--- config.mk ---
export PLATFORM = sky130hd
export DESIGN_NAME = cache_arbiter_flat
export DESIGN_NICKNAME = d
export VERILOG_FILES = /design/src/rtl/cache_arbiter_if.sv /design/src/rtl/cache_arbiter.sv /design/src/flat_wrapper.sv
export SDC_FILE = /design/constraint.sdc
export NUM_CORES = 1
export LEC_CHECK = 0
export ABC_AREA = 1
export BUFFER_PORTS_ARGS = -buffer_cell sky130_fd_sc_hd__buf_2
export CAP_MARGIN = 0
export CORE_AREA = 5 5 544 546
export CTS_CLUSTER_DIAMETER = 100
export DETAILED_ROUTE_END_ITERATION = 10
export DIE_AREA = 0 0 549 551
export PLACE_DENSITY = 0.3
export SLEW_MARGIN = 30
export SYNTH_ARGS = -nofsm -noshare
export SYNTH_HDL_FRONTEND = slang
export SYNTH_SLANG_ARGS = --single-unit
--- constraint.sdc ---
create_clock -name clk -period 1.43 [get_ports clk]
set_input_delay 0.0715 -clock clk [delete_from_list [all_inputs] [get_ports clk]]
set_output_delay 0.0715 -clock clk [all_outputs]
set_load 0.03 [all_outputs]
--- src/rtl/cache_arbiter_if.sv ---
// ---------------------------------------------------------------------------
// cache_arbiter_if
// Bundles the three buses around the cache arbiter:
//   icache side : i_pmem_read, i_pmem_address  -> arbiter
//                 i_pmem_rdata, i_pmem_resp    <- arbiter
//   dcache side : d_pmem_read, d_pmem_write, d_pmem_address, d_pmem_wdata -> arbiter
//                 d_pmem_rdata, d_pmem_resp    <- arbiter
//   memory side : pmem_read, pmem_write, pmem_address, pmem_wdata <- arbiter
//                 pmem_rdata, pmem_resp        -> arbiter
// Modports:
//   slave  - the arbiter's view (consumes requests, produces strobes/resp)
//   master - the environment's view (caches and physical memory)
// ---------------------------------------------------------------------------
interface cache_arbiter_if #(
    parameter int ADDR_W = 32,
    parameter int LINE_W = 256
);
    // icache miss path
    logic              i_pmem_read;
    logic [ADDR_W-1:0] i_pmem_address;
    logic [LINE_W-1:0] i_pmem_rdata;
    logic              i_pmem_resp;

    // dcache miss / writeback path
    logic              d_pmem_read;
    logic              d_pmem_write;
    logic [ADDR_W-1:0] d_pmem_address;
    logic [LINE_W-1:0] d_pmem_wdata;
    logic [LINE_W-1:0] d_pmem_rdata;
    logic              d_pmem_resp;

    // physical memory port
    logic              pmem_read;
    logic              pmem_write;
    logic [ADDR_W-1:0] pmem_address;
    logic [LINE_W-1:0] pmem_wdata;
    logic [LINE_W-1:0] pmem_rdata;
    logic              pmem_resp;

    modport slave (
        input  i_pmem_read, i_pmem_address,
        input  d_pmem_read, d_pmem_write, d_pmem_address, d_pmem_wdata,
        input  pmem_rdata, pmem_resp,
        output i_pmem_rdata, i_pmem_resp,
        output d_pmem_rdata, d_pmem_resp,
        output pmem_read, pmem_write, pmem_address, pmem_wdata
    );

    modport master (
        output i_pmem_read, i_pmem_address,
        output d_pmem_read, d_pmem_write, d_pmem_address, d_pmem_wdata,
        output pmem_rdata, pmem_resp,
        input  i_pmem_rdata, i_pmem_resp,
        input  d_pmem_rdata, d_pmem_resp,
        input  pmem_read, pmem_write, pmem_address, pmem_wdata
    );
endinterface

--- src/rtl/cache_arbiter.sv ---
// ---------------------------------------------------------------------------
// cache_arbiter
// Shares the single physical-memory port between the icache line-fill path
// and the dcache line-fill/writeback path. One line transfer is in flight at
// a time; simultaneous requests are resolved round-robin so neither cache
// can starve the other.
// Ports:
//   clk   - clock, all state updates on the rising edge
//   rst_n - asynchronous active-low reset; abandons any in-flight transfer
//   bus   - cache_arbiter_if.slave carrying the icache, dcache and memory buses
// Each transfer is: grant cycle (IDLE) -> SERVE_x until pmem_resp ->
// one RELEASE cycle that lets the finished cache drop its request.
// ---------------------------------------------------------------------------
module cache_arbiter #(
    parameter int ADDR_W = 32,
    parameter int LINE_W = 256
) (
    input logic            clk,
    input logic            rst_n,
    cache_arbiter_if.slave bus
);

    typedef enum logic [1:0] {
        IDLE    = 2'd0,
        SERVE_I = 2'd1,
        SERVE_D = 2'd2,
        RELEASE = 2'd3
    } state_e;

    typedef enum logic {
        OP_READ  = 1'b0,
        OP_WRITE = 1'b1
    } op_e;

    state_e            state_q, state_d;
    logic              last_grant_q, last_grant_d;   // 0 = icache, 1 = dcache
    logic [ADDR_W-1:0] addr_q, addr_d;
    logic [LINE_W-1:0] wdata_q, wdata_d;
    op_e               op_q, op_d;
    logic              pmem_read_q, pmem_read_d;
    logic              pmem_write_q, pmem_write_d;

    logic i_req;
    logic d_req;

    assign i_req = bus.i_pmem_read;
    assign d_req = bus.d_pmem_read | bus.d_pmem_write;

    always_comb begin
        // NOTE: every _d gets its hold value first so no path leaves one unassigned (no latches).
        state_d      = state_q;
        last_grant_d = last_grant_q;
        addr_d       = addr_q;
        wdata_d      = wdata_q;
        op_d         = op_q;
        pmem_read_d  = pmem_read_q;
        pmem_write_d = pmem_write_q;

        case (state_q)
            IDLE: begin
                // icache wins when alone, or on a tie when dcache had the last grant.
                if (i_req && (!d_req || last_grant_q)) begin
                    state_d      = SERVE_I;
                    last_grant_d = 1'b0;
                    addr_d       = bus.i_pmem_address;
                    pmem_read_d  = 1'b1;
                    pmem_write_d = 1'b0;
                end else if (d_req) begin
                    state_d      = SERVE_D;
                    last_grant_d = 1'b1;
                    addr_d       = bus.d_pmem_address;
                    wdata_d      = bus.d_pmem_wdata;
                    // Write dominates if the dcache ever raises both strobes.
                    op_d         = bus.d_pmem_write ? OP_WRITE : OP_READ;
                    pmem_read_d  = ~bus.d_pmem_write;
                    pmem_write_d = bus.d_pmem_write;
                end
            end
            SERVE_I, SERVE_D: begin
                if (bus.pmem_resp) begin
                    state_d      = RELEASE;
                    pmem_read_d  = 1'b0;
                    pmem_write_d = 1'b0;
                end
            end
            RELEASE: begin
                // Requests are deliberately ignored here: the cache that just
                // finished may still show its (stale) request for this cycle.
                state_d = IDLE;
            end
            default: begin
                state_d      = IDLE;
                pmem_read_d  = 1'b0;
                pmem_write_d = 1'b0;
            end
        endcase
    end

    // NOTE: sequential state uses non-blocking assignments so all flops update together at the edge.
    // NOTE: the line-wide wdata register is reset too, so memory never sees stale data after reset.
    always_ff @(posedge clk or negedge rst_n) begin
        if (!rst_n) begin
            state_q      <= IDLE;
            last_grant_q <= 1'b0;
            addr_q       <= '0;
            wdata_q      <= '0;
            op_q         <= OP_READ;
            pmem_read_q  <= 1'b0;
            pmem_write_q <= 1'b0;
        end else begin
            state_q      <= state_d;
            last_grant_q <= last_grant_d;
            addr_q       <= addr_d;
            wdata_q      <= wdata_d;
            op_q         <= op_d;
            pmem_read_q  <= pmem_read_d;
            pmem_write_q <= pmem_write_d;
        end
    end

    // Memory side is driven purely from the latched copies.
    assign bus.pmem_read    = pmem_read_q;
    assign bus.pmem_write   = pmem_write_q;
    assign bus.pmem_address = addr_q;
    assign bus.pmem_wdata   = wdata_q;

    // Read data is a plain fan-out; only the resp pulse selects the owner.
    assign bus.i_pmem_rdata = bus.pmem_rdata;
    assign bus.d_pmem_rdata = bus.pmem_rdata;
    assign bus.i_pmem_resp  = (state_q == SERVE_I) & bus.pmem_resp;
    assign bus.d_pmem_resp  = (state_q == SERVE_D) & bus.pmem_resp;

endmodule

--- src/flat_wrapper.sv ---
// flat-port wrapper written by rule: the top's interface ports become plain ports
module cache_arbiter_flat 
#(
    parameter int ADDR_W = 32,
    parameter int LINE_W = 256
)
  (clk, rst_n, bus_i_pmem_read, bus_i_pmem_address, bus_d_pmem_read, bus_d_pmem_write, bus_d_pmem_address, bus_d_pmem_wdata, bus_pmem_rdata, bus_pmem_resp, bus_i_pmem_rdata, bus_i_pmem_resp, bus_d_pmem_rdata, bus_d_pmem_resp, bus_pmem_read, bus_pmem_write, bus_pmem_address, bus_pmem_wdata);
  cache_arbiter_if #(.ADDR_W(ADDR_W), .LINE_W(LINE_W)) bus_i ();
  input logic clk;
  input logic rst_n;
  input wire logic [$bits(bus_i.i_pmem_read)-1:0] bus_i_pmem_read;
  input wire logic [$bits(bus_i.i_pmem_address)-1:0] bus_i_pmem_address;
  input wire logic [$bits(bus_i.d_pmem_read)-1:0] bus_d_pmem_read;
  input wire logic [$bits(bus_i.d_pmem_write)-1:0] bus_d_pmem_write;
  input wire logic [$bits(bus_i.d_pmem_address)-1:0] bus_d_pmem_address;
  input wire logic [$bits(bus_i.d_pmem_wdata)-1:0] bus_d_pmem_wdata;
  input wire logic [$bits(bus_i.pmem_rdata)-1:0] bus_pmem_rdata;
  input wire logic [$bits(bus_i.pmem_resp)-1:0] bus_pmem_resp;
  output wire logic [$bits(bus_i.i_pmem_rdata)-1:0] bus_i_pmem_rdata;
  output wire logic [$bits(bus_i.i_pmem_resp)-1:0] bus_i_pmem_resp;
  output wire logic [$bits(bus_i.d_pmem_rdata)-1:0] bus_d_pmem_rdata;
  output wire logic [$bits(bus_i.d_pmem_resp)-1:0] bus_d_pmem_resp;
  output wire logic [$bits(bus_i.pmem_read)-1:0] bus_pmem_read;
  output wire logic [$bits(bus_i.pmem_write)-1:0] bus_pmem_write;
  output wire logic [$bits(bus_i.pmem_address)-1:0] bus_pmem_address;
  output wire logic [$bits(bus_i.pmem_wdata)-1:0] bus_pmem_wdata;
  assign bus_i.i_pmem_read = bus_i_pmem_read;
  assign bus_i.i_pmem_address = bus_i_pmem_address;
  assign bus_i.d_pmem_read = bus_d_pmem_read;
  assign bus_i.d_pmem_write = bus_d_pmem_write;
  assign bus_i.d_pmem_address = bus_d_pmem_address;
  assign bus_i.d_pmem_wdata = bus_d_pmem_wdata;
  assign bus_i.pmem_rdata = bus_pmem_rdata;
  assign bus_i.pmem_resp = bus_pmem_resp;
  assign bus_i_pmem_rdata = bus_i.i_pmem_rdata;
  assign bus_i_pmem_resp = bus_i.i_pmem_resp;
  assign bus_d_pmem_rdata = bus_i.d_pmem_rdata;
  assign bus_d_pmem_resp = bus_i.d_pmem_resp;
  assign bus_pmem_read = bus_i.pmem_read;
  assign bus_pmem_write = bus_i.pmem_write;
  assign bus_pmem_address = bus_i.pmem_address;
  assign bus_pmem_wdata = bus_i.pmem_wdata;
  cache_arbiter #(.ADDR_W(ADDR_W), .LINE_W(LINE_W)) u_core (.clk(clk), .rst_n(rst_n), .bus(bus_i));
endmodule
; Word-level counts from Yosys, hierarchy flattened
; Index checks and enable logic that the tools add are counted.
[op_classes]
n_eq_ne = 5
muxes = 15
bitwise_logic = 5
reduce_logical = 11
[ops]
columns = cell, count
row1 = 32-bit two-way mux, 2
row2 = 1-bit two-way mux, 7
row3 = 2-bit two-way mux, 3
row4 = 2-bit one-hot mux with 3 select lines, 1
row5 = 3-bit AND reduction, 2
row6 = "2-bit == test, second input constant", 2
row7 = 1-bit one-hot mux with 2 select lines, 2
row8 = 2-bit AND reduction, 2
row9 = 2-bit nonzero test, 2
row10 = "3-bit by 1-bit != test with 1-bit output, second input constant", 1
row11 = 1-bit bitwise AND, 2
row12 = "2-bit by 1-bit == test with 1-bit output, second input constant", 1
row13 = 2-bit logical NOT, 1
row14 = "2-bit != test, second input constant", 1
row15 = 1-bit inverter, 2
row16 = 2-bit OR reduction, 1
row17 = 1-bit logical AND, 1
row18 = 1-bit logical NOT, 1
row19 = 1-bit logical OR, 1
row20 = 1-bit bitwise OR, 1
[word_totals]
register_bits = 293
input_bits = 582
out_inout_bits = 804

; Longest topological paths before layout
[logic_depth]
ltp_word = 6
ltp_mapped = 9
ltp_nobuf = 8

; Least setup slack after synthesis
; OpenSTA, ideal clock, no wires.
[synth_path]
kind = reg-to-reg
startpoint = reg u_core.state_q[0]
endpoint = reg u_core.wdata_q[226], in the netlist u_core.bus.pmem_wdata[226]
setup_time_ps = 118
t_arrival_ps = 1372
required_ps = 1312
setup_slack_ps = -60
path_stages_with_launch = 9
synth_period_minus_slack_ps = 1490
path_cell_list = dfrtp_1 > inv_1 > ha_1 > a21boi_2 > nand2_1 > buf_2 > buf_2 > nand2_1 > nand2_1
[synth_via]
elab_chain_len = 2
[synth_rtl]
columns = item, line
row1 = "start, declared", cache_arbiter.sv:35  ; state_e state_q, state_d;
row2 = "start signal, assigned", cache_arbiter.sv:111  ; state_q <= state_d;
row3 = 2-bit logical NOT, cache_arbiter.sv:59  ; case (state_q)
row4 = 3-bit AND reduction (no source line), -
row5 = "end signal, assigned", cache_arbiter.sv:114  ; wdata_q <= wdata_d;
row6 = "end, declared", cache_arbiter.sv:38  ; logic [LINE_W-1:0] wdata_q, wdata_d;
; Every way passes these cells.
; A chain may end at the register's enable or synchronous reset.

; Final worst setup path
[layout_path]
startpoint = reg u_core.state_q[0]
endpoint = reg u_core.wdata_q[190], in the netlist u_core.bus.pmem_wdata[190]
; The elaborated chain is that of the path after synthesis.

==> impl_metrics.ini <==
[yosys]
yosysWarnings = 0
synth_area_sq_um = 16100
synth_edf_count = 0
yosys.area_share.simple = 0.247
synth_compound_area_frac = 0.00194
synthXorXnorAreaFrac = 0
synth_top_family_by_area = buffers and inverters
syn_area_per_cell_sq_um = 8.30
synth_ff_type = dfrtp_1
synthCells = 1946
yosys_register_bits = 293
yosysSeqAreaShare = 0.454
yosys.cell_count.top_type = nand2_1
netlist_top_cells_count = nand2_1, buf_4, nand3_1
synth_nets = 2533
synth_top_cell_by_area = dfrtp_1
yosys.area.top_type_share = 0.454
synth_cell_types = 18
yosys.area_share.adder = 0.00387
synthTopCellsByArea = dfrtp_1, buf_4, nand2_1, nand3_1, buf_2
synthMuxAreaShare = 0
synthArstFlopShare = 1.00

[floorplanning]
fp.dieH_um = 551
fp-row-count = 198
initial_core_util = 0.0557
die_width_um = 549
die_area_sq_um = 302000
num_io_pins = 1386
core_area_sq_um = 290000

[detailed_routing]
ant_nets = 0
via_per_inst = 2.35
drt_wl_total_um = 160000
drc_errors = 0
firstDrtPassIters = 5
num_vias = 15100
post_drt_wl_per_cell_um = 24.9
drt_iter0_markers = 849

[worst_setup_path]
timing.critical_path.to = u_core.bus.pmem_wdata[190]
rrSetupSlack_ns = -0.30
crit_type = reg2reg
cp-start-kind = flip-flop
r2r_start = u_core.state_q[0]
crit_slowest_cell = dfrtp_1
cp-end-kind = flip-flop
required_ns = 1.98
timing.rr.end = u_core.bus.pmem_wdata[190]
path_cells = inv_2, ha_4, a21boi_4, buf_12, nand2_8, buf_12, clkbuf_16, nand2_1, nand2_1
r2r_cells = 9
crit_start = u_core.state_q[0]
slowest_delay_ns = 0.40
cp_max_fo = 9
worstPathArrival_ns = 2.28

[cells_and_area]
regArea_sq_um = 7330
nets = 3052
fillers = 33900
syn_to_final_growth_pct = 68.8
multi_input_area_sq_um = 4590
drive_above_1_share = 0.373
final_cells = 6406

[pwr]
clkPwrFrac = 0.198
p_int_mw = 30.0
switching_power_mw = 32.1
power_density_nw_per_um2 = 2280
pwr-share-seq = 0.238
peakVddDrop_mv = 1.06
p_comb_frac = 0.565
switching_share = 0.517
leakage_nw = 12.7

[timing]
fmax_mhz = 578
period_share = 1.21
worst_slack_ns = -0.301
setup_viol = 342
fin_skew_ns = 0.0216
finalCriticalPeriod_ns = 1.73
slew_headroom = 0.697
worst_pin_slew_ns = 0.458
timing_hold_violations_final = 0
fin_setup_tns_ns = -69.95
grt_setup_unrepaired = yes
final-max-slew-violation-count = 0

[clock_tree]
worstSkewPairLatency_ns = 0.68
cts_tree = yes
cts_root_buf = clkbuf_16
cts_made_buffers = 46
cts_buffer_depth = 3
clk_pin_slew_ns = 0.05
cts_sinks = 293
h-tree-depth = 2

[global_route]
gr-total-overflow = 0
grtUsageTotal = 0.0999
grt_pass1_vias = 16000
grt_max_degree = 54
grt_pass1_wl_um = 192000
grt_antenna_before_repair = 84

[job]
drv_cap = 0

[place]
gp_congestion = 0.788
io_buffers = 617
pre_cts_slack_ns = -0.363
place_inst = 5944
place_hpwl_um = 137000

[run_status]
violations = setup timing
status = finished with violations

[worst_hold_path]
hp-class = in2out
## power groups by stage
| stage | sequential [mW] | clock [mW] | combinational [mW] |
|---|---|---|---|
| floorplan | 22.0 | 0 | 10.4 |
| global placement | 14.6 | 0 | 31.3 |
| detailed placement | 14.6 | 0 | 31.3 |
| CTS | 14.6 | 13.0 | 35.4 |
| global route | 15.3 | 13.2 | 38.7 |
| finish | 14.8 | 12.3 | 35.1 |
## placed cells by master (no fill, tap or decap)
| cell | netlist | layout |
|---|---|---|
| buf_6 | 13 | 19 |
| buf_12 | 0 | 42 |
| inv_2 | 2 | 5 |
| clkinv_4 | 0 | 1 |
| clkbuf_1 | 12 | 8 |
| o21ai_2 | 0 | 1 |
| nand2_8 | 0 | 1 |
| a21oi_1 | 1 | 1 |
| inv_16 | 0 | 1 |
| a21boi_4 | 0 | 1 |
| inv_1 | 74 | 70 |
| buf_16 | 0 | 17 |
| clkbuf_8 | 0 | 13 |
| nand2_4 | 0 | 28 |
| bufinv_16 | 0 | 3 |
| nand3_4 | 0 | 4 |
| dfrtp_1 | 293 | 293 |
| buf_2 | 65 | 611 |
| ha_4 | 0 | 3 |
| dlygate4sd3_1 | 0 | 326 |
| inv_6 | 0 | 3 |
| clkinv_2 | 0 | 6 |
| nand2_2 | 1 | 33 |
| o21ai_0 | 2 | 2 |
| diode_2 | 0 | 5 |
| ha_1 | 5 | 2 |
| buf_8 | 0 | 6 |
| clkbuf_16 | 0 | 52 |
| nand3_2 | 0 | 21 |
| buf_4 | 521 | 57 |
| inv_4 | 0 | 1 |
| nor2_1 | 3 | 3 |
| nand2_1 | 625 | 564 |
| clkinv_16 | 0 | 2 |
| bufbuf_16 | 0 | 1 |
| clkinvlp_4 | 0 | 1 |
| or2_2 | 1 | 1 |
| nand3_1 | 323 | 298 |
## cell families (layout without fill, tap and decap cells)
family | after synthesis | after routing
other cells | 0 | 5
flops | 293 | 293
fa+ha+maj | 5 | 5
buf+inv | 690 | 1245
simple gates | 953 | 953
compound gates | 5 | 5
## metrics by stage
step | instance area, sq um | hold WS [ns] | power (mW) | util
floorplan | 16200 | -0.224 | 32.4 | -
global placement | 20900 | -0.0141 | 45.9 | 0.0719
detailed placement | 20900 | -0.0104 | 45.9 | 0.0719
CTS | 26700 | 0.0302 | 63.0 | 0.0920
global route | 27200 | 0.100 | 67.2 | 0.0939
finish | 27200 | 0.143 | 62.2 | 0.0939
## final cells by class
cell class              instances  area share
diodes                          5    0.000459
clock buffers                  67      0.0499
clock inverters                17     0.00891
inverters                      76      0.0106
multi-input cells             963       0.168
flip-flops and latches        293       0.269
well taps                    3900       0.179
repair buffers               1085       0.314
## repair_timing
action | CTS | global route
setup buffers | 22 | 8
resized for setup | 81 | 123
hold buffers | 327 | 0
cloned | 14 | 7
pin swaps | 2 | 3
hold endpoints to repair | 585 | 0
endpoints found under the setup margin | 540 | 513
## sequential cells by signal, summed over array words and instances, names as in the netlist
name,count
u_core.bus.pmem_address,32
u_core.bus.pmem_read,1
u_core.bus.pmem_wdata,256
u_core.bus.pmem_write,1
u_core.last_grant_q,1
u_core.state_q,2
## layer usage
layer,wire length [um],track usage,vias up
met5,534,0.0124,-
met4,9360,0.0467,10
met3,35300,0.101,477
met1,47900,0.0865,6814
li1,-,-,6617
met2,66700,0.150,1160
## critical path: cells and delay by family (launching register included)
| family | cells | cell delay (ns) |
|---|---|---|
| adder cells (fa/ha/maj) | 1 | 0.13 |
| AO/OA/AOI/OAI | 1 | 0.20 |
| flip-flops | 1 | 0.40 |
| AND/OR/NAND/NOR | 3 | 0.20 |
| buffers and inverters | 4 | 0.64 |
## worst min path at each step
| stage | start | end | slack, ns | cells past startpoint |
|---|---|---|---|---|
| after floorplan | rst_n | u_core.bus.pmem_address[0] | -0.22 | 0 |
| after global placement | rst_n | u_core.bus.pmem_wdata[87] | -0.01 | 1 |
| after detailed placement | rst_n | u_core.bus.pmem_wdata[87] | -0.01 | 1 |
| after CTS | bus_d_pmem_wdata[253] | u_core.bus.pmem_wdata[253] | 0.03 | 4 |
| after global routing | bus_d_pmem_wdata[109] | u_core.bus.pmem_wdata[109] | 0.10 | 4 |
| final | bus_pmem_rdata[0] | bus_d_pmem_rdata[0] | 0.14 | 0 |
Power figures use the tool's default switching activity.
